## src/rtl/pipeline_control_if.sv

```systemverilog
// pipeline_control_if: fetch-side handshake and status bundle for the pipeline controller
interface pipeline_control_if;
    logic        instr_valid_i;
    logic [31:0] instr_i;
    logic        exec_i;
    logic        instr_ready_o;
    logic        issue_valid_o;
    logic [31:0] issue_instr_o;
    logic        stall_o;
    logic        flush_o;
    logic        busy_o;
    logic [3:0]  count_o;

    modport master (
        output instr_valid_i, instr_i, exec_i,
        input  instr_ready_o, issue_valid_o, issue_instr_o, stall_o, flush_o, busy_o, count_o
    );

    modport slave (
        input  instr_valid_i, instr_i, exec_i,
        output instr_ready_o, issue_valid_o, issue_instr_o, stall_o, flush_o, busy_o, count_o
    );
endinterface

```

## src/rtl/pipeline_control.sv

```systemverilog
// pipeline_control: issue sequencer with multi-cycle multiply stall and post-PC-write flush
module pipeline_control #(
    parameter int MUL_CYCLES   = 4,
    parameter int FLUSH_CYCLES = 2
) (
    input logic               clk,
    input logic               rst_n,
    pipeline_control_if.slave bus
);
    localparam logic [31:0] NOP_INSTR = 32'hE320F000;
    localparam logic [1:0]  IDLE  = 2'd0;
    localparam logic [1:0]  MUL   = 2'd1;
    localparam logic [1:0]  FLUSH = 2'd2;

    logic [1:0]  state_q, state_d;
    logic [3:0]  count_q, count_d;
    logic        issue_valid_q, issue_valid_d;
    logic [31:0] issue_instr_q, issue_instr_d;
    logic        is_nop, is_mul, is_dp, transfer, go;

    // Classify the offered instruction, decide what to issue and where the sequencer goes next
    always_comb begin
        is_nop        = bus.instr_i[27:0] == 28'h320F000;
        is_mul        = bus.instr_i[27:26] == 2'b00 && !bus.instr_i[25] && bus.instr_i[7] && bus.instr_i[4];
        is_dp         = bus.instr_i[27:26] == 2'b00 && !is_nop && !is_mul;
        transfer      = bus.instr_valid_i && state_q == IDLE;
        go            = transfer && bus.exec_i && (is_mul || is_dp);
        issue_valid_d = transfer;
        issue_instr_d = go ? bus.instr_i : NOP_INSTR;
        state_d       = state_q;
        count_d       = count_q;
        if (state_q == IDLE) begin
            if (go && is_mul) begin
                state_d = MUL;
                count_d = 4'(MUL_CYCLES - 1);
            end else if (go && is_dp && bus.instr_i[15:12] == 4'hF) begin
                state_d = FLUSH;
                count_d = 4'(FLUSH_CYCLES);
            end
        end else if (count_q <= 4'd1) begin
            state_d = IDLE;
            count_d = 4'd0;
        end else begin
            count_d = count_q - 4'd1;
        end
    end

    // Sequencer state and issue slot registers, cleared asynchronously
    always_ff @(posedge clk or negedge rst_n) begin
        if (!rst_n) begin
            state_q       <= IDLE;
            count_q       <= 4'd0;
            issue_valid_q <= 1'b0;
            issue_instr_q <= NOP_INSTR;
        end else begin
            state_q       <= state_d;
            count_q       <= count_d;
            issue_valid_q <= issue_valid_d;
            issue_instr_q <= issue_instr_d;
        end
    end

    assign bus.instr_ready_o = state_q == IDLE;
    assign bus.stall_o       = state_q == MUL;
    assign bus.flush_o       = state_q == FLUSH;
    assign bus.busy_o        = bus.stall_o | bus.flush_o;
    assign bus.count_o       = count_q;
    assign bus.issue_valid_o = issue_valid_q;
    assign bus.issue_instr_o = issue_instr_q;
endmodule

```

## src/flat_wrapper.sv

```systemverilog
// flat-port wrapper written by rule: the top's interface ports become plain ports
module pipeline_control_flat 
#(
    parameter int MUL_CYCLES   = 4,
    parameter int FLUSH_CYCLES = 2
)
  (clk, rst_n, bus_instr_valid_i, bus_instr_i, bus_exec_i, bus_instr_ready_o, bus_issue_valid_o, bus_issue_instr_o, bus_stall_o, bus_flush_o, bus_busy_o, bus_count_o);
  pipeline_control_if bus_i ();
  input logic clk;
  input logic rst_n;
  input wire logic [$bits(bus_i.instr_valid_i)-1:0] bus_instr_valid_i;
  input wire logic [$bits(bus_i.instr_i)-1:0] bus_instr_i;
  input wire logic [$bits(bus_i.exec_i)-1:0] bus_exec_i;
  output wire logic [$bits(bus_i.instr_ready_o)-1:0] bus_instr_ready_o;
  output wire logic [$bits(bus_i.issue_valid_o)-1:0] bus_issue_valid_o;
  output wire logic [$bits(bus_i.issue_instr_o)-1:0] bus_issue_instr_o;
  output wire logic [$bits(bus_i.stall_o)-1:0] bus_stall_o;
  output wire logic [$bits(bus_i.flush_o)-1:0] bus_flush_o;
  output wire logic [$bits(bus_i.busy_o)-1:0] bus_busy_o;
  output wire logic [$bits(bus_i.count_o)-1:0] bus_count_o;
  assign bus_i.instr_valid_i = bus_instr_valid_i;
  assign bus_i.instr_i = bus_instr_i;
  assign bus_i.exec_i = bus_exec_i;
  assign bus_instr_ready_o = bus_i.instr_ready_o;
  assign bus_issue_valid_o = bus_i.issue_valid_o;
  assign bus_issue_instr_o = bus_i.issue_instr_o;
  assign bus_stall_o = bus_i.stall_o;
  assign bus_flush_o = bus_i.flush_o;
  assign bus_busy_o = bus_i.busy_o;
  assign bus_count_o = bus_i.count_o;
  pipeline_control #(.MUL_CYCLES(MUL_CYCLES), .FLUSH_CYCLES(FLUSH_CYCLES)) u_core (.clk(clk), .rst_n(rst_n), .bus(bus_i));
endmodule
```

## config.mk

```make
export PLATFORM = sky130hd
export DESIGN_NAME = pipeline_control_flat
export DESIGN_NICKNAME = d
export VERILOG_FILES = /design/src/rtl/pipeline_control_if.sv /design/src/rtl/pipeline_control.sv /design/src/flat_wrapper.sv
export SDC_FILE = /design/constraint.sdc
export NUM_CORES = 1
export LEC_CHECK = 0
export CAP_MARGIN = 15
export CORE_MARGIN = 2
export CORE_UTILIZATION = 40
export DETAILED_ROUTE_END_ITERATION = 16
export PLACE_DENSITY = 0.85
export RECOVER_POWER = 50
export SYNTH_ARGS = -nofsm -noshare
export SYNTH_HDL_FRONTEND = slang
export SYNTH_SLANG_ARGS = --single-unit
```

## constraint.sdc

```tcl
create_clock -name clk -period 2.25 [get_ports clk]
set_input_delay 0.45 -clock clk [delete_from_list [all_inputs] [get_ports clk]]
set_output_delay 0.45 -clock clk [all_outputs]
set_load 0.05 [all_outputs]
```

Word-level counts from Yosys, hierarchy flattened
Cells that the tools add are included.

Register bits after elaboration: 39. Input bits: 36. Output and inout port bits: 41. Word-level logic and storage cells: 40.

Add/subtract/negate cells: 1. Magnitude comparators: 1. Eq/ne operators: 5. Multiplexer cells: 9. Bitwise logic cells: 1. Reduce and logical (&&, ||, !) cells: 19.

Operators with widths (count): 32-bit 2-to-1 mux (1); 28-bit by 26-bit equality test with 1-bit output, second input constant (1); 4-bit 2-to-1 mux (4); 1-bit logical AND (11); 2-bit 2-to-1 mux (4); 4-bit equality test, second input constant (1); 4-bit by 1-bit less-or-equal comparator with 1-bit output, second input constant (1); 2-bit logical NOT (2); 4-bit by 1-bit subtractor with 4-bit output, second input constant (1); 1-bit logical NOT (3); 3-bit by 1-bit inequality test with 1-bit output, second input constant (1); 2-bit by 1-bit equality test with 1-bit output, second input constant (1); 2-bit equality test, second input constant (1); 2-bit AND reduction (1); 2-bit nonzero test (1); 1-bit logical OR (1); 1-bit bitwise OR (1).

Depth between registers and ports, before layout
Gate-level depths: netlist (run 1).

Depth after elaboration: 13. Mapped depth: 9. Gate-level depth less buffers: 7.

Worst setup path before layout (run 1)
Ideal clock, no wire load.

Path type: flip-flop to flip-flop. From: register u_core.state_q[0]. To: register u_core.count_q[0], in the netlist u_core.bus.count_o[0]. Library setup time: 0.124 ns. Arrival time: 2.023 ns. Data required time: 2.126 ns. Slack: 0.103 ns. Cell stages (with the launch flop): 9. Path buffers: 1. Period minus slack after synthesis: 2.147 ns. Cells stage by stage: dfrtp_1 -> inv_1 -> ha_1 -> buf_2 -> nand3_2 -> nor2_1 -> a21boi_1 -> a31o_2 -> a211o_1.

Word-level cells in the longest chain between the ends: 7. Elaborated cells between the ends (all ways): 10. Those cells by class: eq/ne: 1; mux: 2; reduce/logical: 7.

RTL lines: start, declared (line pipeline_control.sv:15) `logic [1:0] state_q, state_d;`; start signal, assigned (line pipeline_control.sv:56) `state_q <= state_d;`; 2-bit logical NOT *; net bus_instr_ready_o (line flat_wrapper.sv:14) `output wire logic [$bits(bus_i.instr_ready_o)-1:0] bus_instr_ready_o;`; 1-bit logical AND (line pipeline_control.sv:26) `transfer = bus.instr_valid_i && state_q == IDLE;`; 1-bit logical AND (2 in series) (line pipeline_control.sv:27) `go = transfer && bus.exec_i && (is_mul || is_dp);`; 1-bit logical AND, on equally long branches (line pipeline_control.sv:36, pipeline_control.sv:33); 1-bit logical AND / 4-bit 2-to-1 mux (equally long branches) (line pipeline_control.sv:36, pipeline_control.sv:33); 3-bit by 1-bit inequality test with 1-bit output (no line) / 4-bit 2-to-1 mux (equally long branches); end signal, assigned (line pipeline_control.sv:57) `count_q <= count_d;`; end, declared (line pipeline_control.sv:16) `logic [3:0] count_q, count_d;`.

Mark *: on every way through the listed nets, which the timed path passes. The rest lies on a longest branch. A chain may end at the register's enable or synchronous reset.

Worst setup path after layout (run 1)
From: register u_core.issue_instr_q[13], in the netlist u_core.bus.issue_instr_o[13]. To: output bus_issue_instr_o[13].

RTL lines: start, declared (line pipeline_control.sv:18) `logic [31:0] issue_instr_q, issue_instr_d;`; start signal, assigned (line pipeline_control.sv:59) `issue_instr_q <= issue_instr_d;`; end, declared (line flat_wrapper.sv:16) `output wire logic [$bits(bus_i.issue_instr_o)-1:0] bus_issue_instr_o;`.

No word-level cell between the ends.

==> impl.org, run 1 <==
** Placement
- Total of buffers placed on input and output ports :: 76
- Routability-driven placement finished with a final weighted congestion of 0.813.
- Post-detailed-placement half-perimeter wirelength :: 2810 um

** Routing
- After the first detailed-routing iteration, the DRC count stood at 71.
- Total wirelength of the detailed-routed design :: 3700 um
- Total number of vias :: 1246
- In the routed layout, each cell is associated on average with a via count of 4.81.
- After detailed routing, the average wire length per cell comes to 14.3 um.
- For this run, design rule violations remaining after detail routing come to 0.
- Detailed-router iteration count before antenna repair :: 4
- The count of nets left with antenna violations once routing finished came out at 0.

** Worst setup path
- Traced cell by cell, the critical path runs through clkdlybuf4s50_1.
- At the worst endpoint, the arrival time is 1.62 ns.
- CP top delay family :: buffers and inverters
- Required time reported for the critical path endpoint :: 1.80 ns
- The startpoint identified for the worst register-to-register timing path is u_core.state_q[1]$_DFFE_PN0P_.
- Buffers and inverters on the worst path :: 1
- On the worst path, the slowest cell contributes a delay of 0.81 ns.
- Critical path start-end classification :: reg -> out
- In this run the worst setup path begins at u_core.bus.issue_instr_o[13]$_DFF_PN1_.
- Along the worst path, the maximum fanout reaches 1.
- The slowest stage of the critical path belongs to the cell clkdlybuf4s50_1.
- Startpoint types :: flip-flop
- STA classifies the critical path endpoint as a primary output.

** Status
- The flow ran to the end, and the final reports show no timing, DRC or antenna violations.

** Finish
- In the final layout, the share of cells above drive strength 1 is 0.190.
- For this run, the post-layout net count is 251.
- N_diodes :: 0
- Measured on the finished design, the core utilization comes to 0.669.
- The area growth from synthesis to layout is 58.4%.

** Global route
- Global-route congestion overflow total :: 0
- Gr usage total :: 0.181
- Entering global routing, the biggest net connects 40 pins.
- The via count of the first global-routing pass came to 1217.
- The first global-routing pass estimated 5910 um of wire.
- The initial antenna violation count came to 0.

** Floorplanning
- The die is 66.9 um tall.
- Horiz. Die Dim :: 66.9 um
- Overall die area :: 4470 sq um
- The total area inside the core boundary comes to 3740 sq um.
- Initial core utilization :: 0.422
- I/O pin total :: 77
- Floorplan row count :: 22

** Timing
- Final Hold Vio Count :: 0
- Number of endpoints failing setup at the final stage :: 0
- Setup total negative slack :: 0 ns
- For the finished layout, the period the worst path requires is 2.07 ns.
- For the pin with the worst max-slew slack, the measured transition is 0.931 ns.
- The final number of max-transition violations was 0.
- Across the routed clock network, the largest skew measured is 0.00944 ns.
- Static timing analysis puts the maximum clock frequency at 483 MHz.
- Setup repair after global routing left no endpoint under its margin.
- In this run the tightest slew margin relative to its limit is 0.379.
- Crit share post-route :: 0.921

** Pwr
- Power per cell area :: 831 nW/um^2
- Summed over all cells, the static leakage comes to 1.12 nW.
- IR analysis of the VDD net gives a maximum drop of 0.000596 V.

** Synth
- Netlist area before placement :: 1580 sq um
- Synthesis-stage register bit count :: 39
- Sequential element share of the synthesized area :: 0.625
- The Yosys step of the flow raised 0 warnings.
- After technology mapping, the gate count stands at 124.
- Yosys mapped the design onto 36 distinct sky130hd cell types.
- Dividing the synthesized area by the synthesized cell count gives 12.8 sq um.

** Clocking
- Clock tree from TritonCTS :: done
- Clock buffer count from CTS :: 5
- Maximum level of the CTS H-tree :: 2
- The tree built by TritonCTS fans out to 39 sinks.
- Clock-pin slew was measured on the worst setup and hold paths at 0.08 ns.
- The root buffer cell chosen for the clock tree is clkbuf_8.
- Counting along the longest clock path gives a buffer depth of 2.
- The number of hold buffers added after CTS was 0.
- Worst-Skew Late Latency :: 0.28 ns

** Flow run
- Max-cap violations :: 0

** Worst hold path
- Min-delay worst type :: in -> async
==> power by group <==
part	total [W]	internal [W]	leakage (nW)	switching [W]
clock network	0.000587	0.000359	0.0612	0.000228
logic	0.000685	0.000255	0.568	0.000430
registers	0.000811	0.000761	0.494	0.0000502
==> cell usage after synthesis (all sizes together) <==
library cell,count,share of area
dfrtp,29,0.46
and2,22,0.10
dfstp,10,0.17
nor2,10,0.028
or3,10,0.040
ha,5,0.040
inv,4,0.0095
nor3,3,0.017
nor4b,3,0.017
or2,3,0.012
a211o,2,0.011
buf,2,0.010
nand2,2,0.0047
nand4,2,0.0079
nor3b,2,0.0095
nor4,2,0.0079
a21boi,1,0.0047
a21o,1,0.0047
a21oi,1,0.0032
a311o,1,0.0063
a31o,1,0.0055
clkbuf,1,0.0032
conb,1,0.0024
nand3,1,0.0063
nand3b,1,0.0047
o21ai,1,0.0032
o22a,1,0.0055
o2bb2ai,1,0.0055
or4b,1,0.0063
==> cell type report <==
cell class / instances / area (sq um)
inverters: 4 / 15.0
clock inverters: 2 / 35.0
clock buffers: 6 / 82.6
multi-input cells: 79 / 556
fillers: 305 / 1240
flip-flops and latches: 39 / 988
repair buffers: 81 / 768
well taps: 48 / 60.1
==> path summary, 6_finish.rpt <==
check                                                              end  slack (ns)  cells past startpoint
worst min-delay path            u_core.bus.issue_instr_o[22]$_DFF_PN0_        0.29                      1
max in group asynchronous       u_core.bus.issue_instr_o[10]$_DFF_PN0_        1.38                      1
min in group clk                         u_core.state_q[0]$_DFFE_PN0P_        0.55                      1
worst max register to register  u_core.bus.issue_instr_o[31]$_DFF_PN1_        0.36                      6
worst max-delay path                             bus_issue_instr_o[13]        0.18                      1
worst min register to register           u_core.state_q[0]$_DFFE_PN0P_        0.55                      1
==> cells by family (layout without fill, tap and decap cells) <==
group,after synthesis,after routing,share of synthesized area
adder cells (fa/ha/maj),5,5,0.0396
buffers and inverters,7,93,0.0229
other,1,2,0.00237
flip-flops,39,39,0.625
AND/OR/NAND/NOR,62,62,0.260
AO/OA/AOI/OAI,10,10,0.0498
==> placed cells by master (no fill, tap or decap), drive strengths merged, types with 3 or more instances in the layout <==
cell           synthesis  layout
dfrtp                 29      29
or2                    3       3
dlygate4sd3            0       8
dfstp                 10      10
ha                     5       5
nor4b                  3       3
nor3                   3       3
or3                   10      10
buf                    2       4
nor2                  10      10
clkdlybuf4s50          0      63
clkbuf                 1      12
and2                  22      22
inv                    4       4
==> sequential cells by signal (all words and copies together) (netlist names) <==
| register | cells |
|---|---|
| u_core.bus.issue_instr_o | 32 |
| u_core.state_q | 2 |
| u_core.bus.issue_valid_o | 1 |
| u_core.bus.count_o | 4 |
==> per-stage QoR <==
| step | instance area (sq um) | hold slack (ns) | total power, W | cells | worst slack, ns |
|---|---|---|---|---|---|
| after global placement | 2410 | 0.505 | 0.00152 | 251 | 0.0129 |
| final | 2500 | 0.292 | 0.00208 | 259 | 0.178 |
| after global routing | 2500 | 0.371 | 0.00220 | 259 | 0.138 |
| after detailed placement | 2410 | 0.530 | 0.00154 | 251 | -0.0330 |
| after CTS | 2530 | 0.286 | 0.00213 | 259 | 0.0455 |
| after floorplan | 1590 | 0.154 | 0.00127 | 125 | 0.103 |
==> repair_timing <==
item / 4_1_cts / 5_1_grt
resized for setup: 0 / 2
endpoints found under the setup margin: 0 / 2
buffers inserted: 0 / 0
==> metal layers <==
layer	track usage	vias up	wire, um
met1	0.206	601	1520
li1	-	590	-
met2	0.324	55	1880
met3	0.0625	0	305
met5	0	-	0
met4	0.0459	0	0
Note: power is estimated with default switching activity, not from simulation.
==> run 2, diff against run 1 <==
--- a/config.mk
+++ b/config.mk
@@ -9,6 +9,7 @@
 export CORE_MARGIN = 2
 export CORE_UTILIZATION = 40
 export DETAILED_ROUTE_END_ITERATION = 16
+export GPL_ROUTABILITY_DRIVEN = 0
 export PLACE_DENSITY = 0.85
 export RECOVER_POWER = 50
 export SYNTH_ARGS = -nofsm -noshare
==> results of run 2 <==
The final DEF is identical to that of run 1; final timing and power are the same.
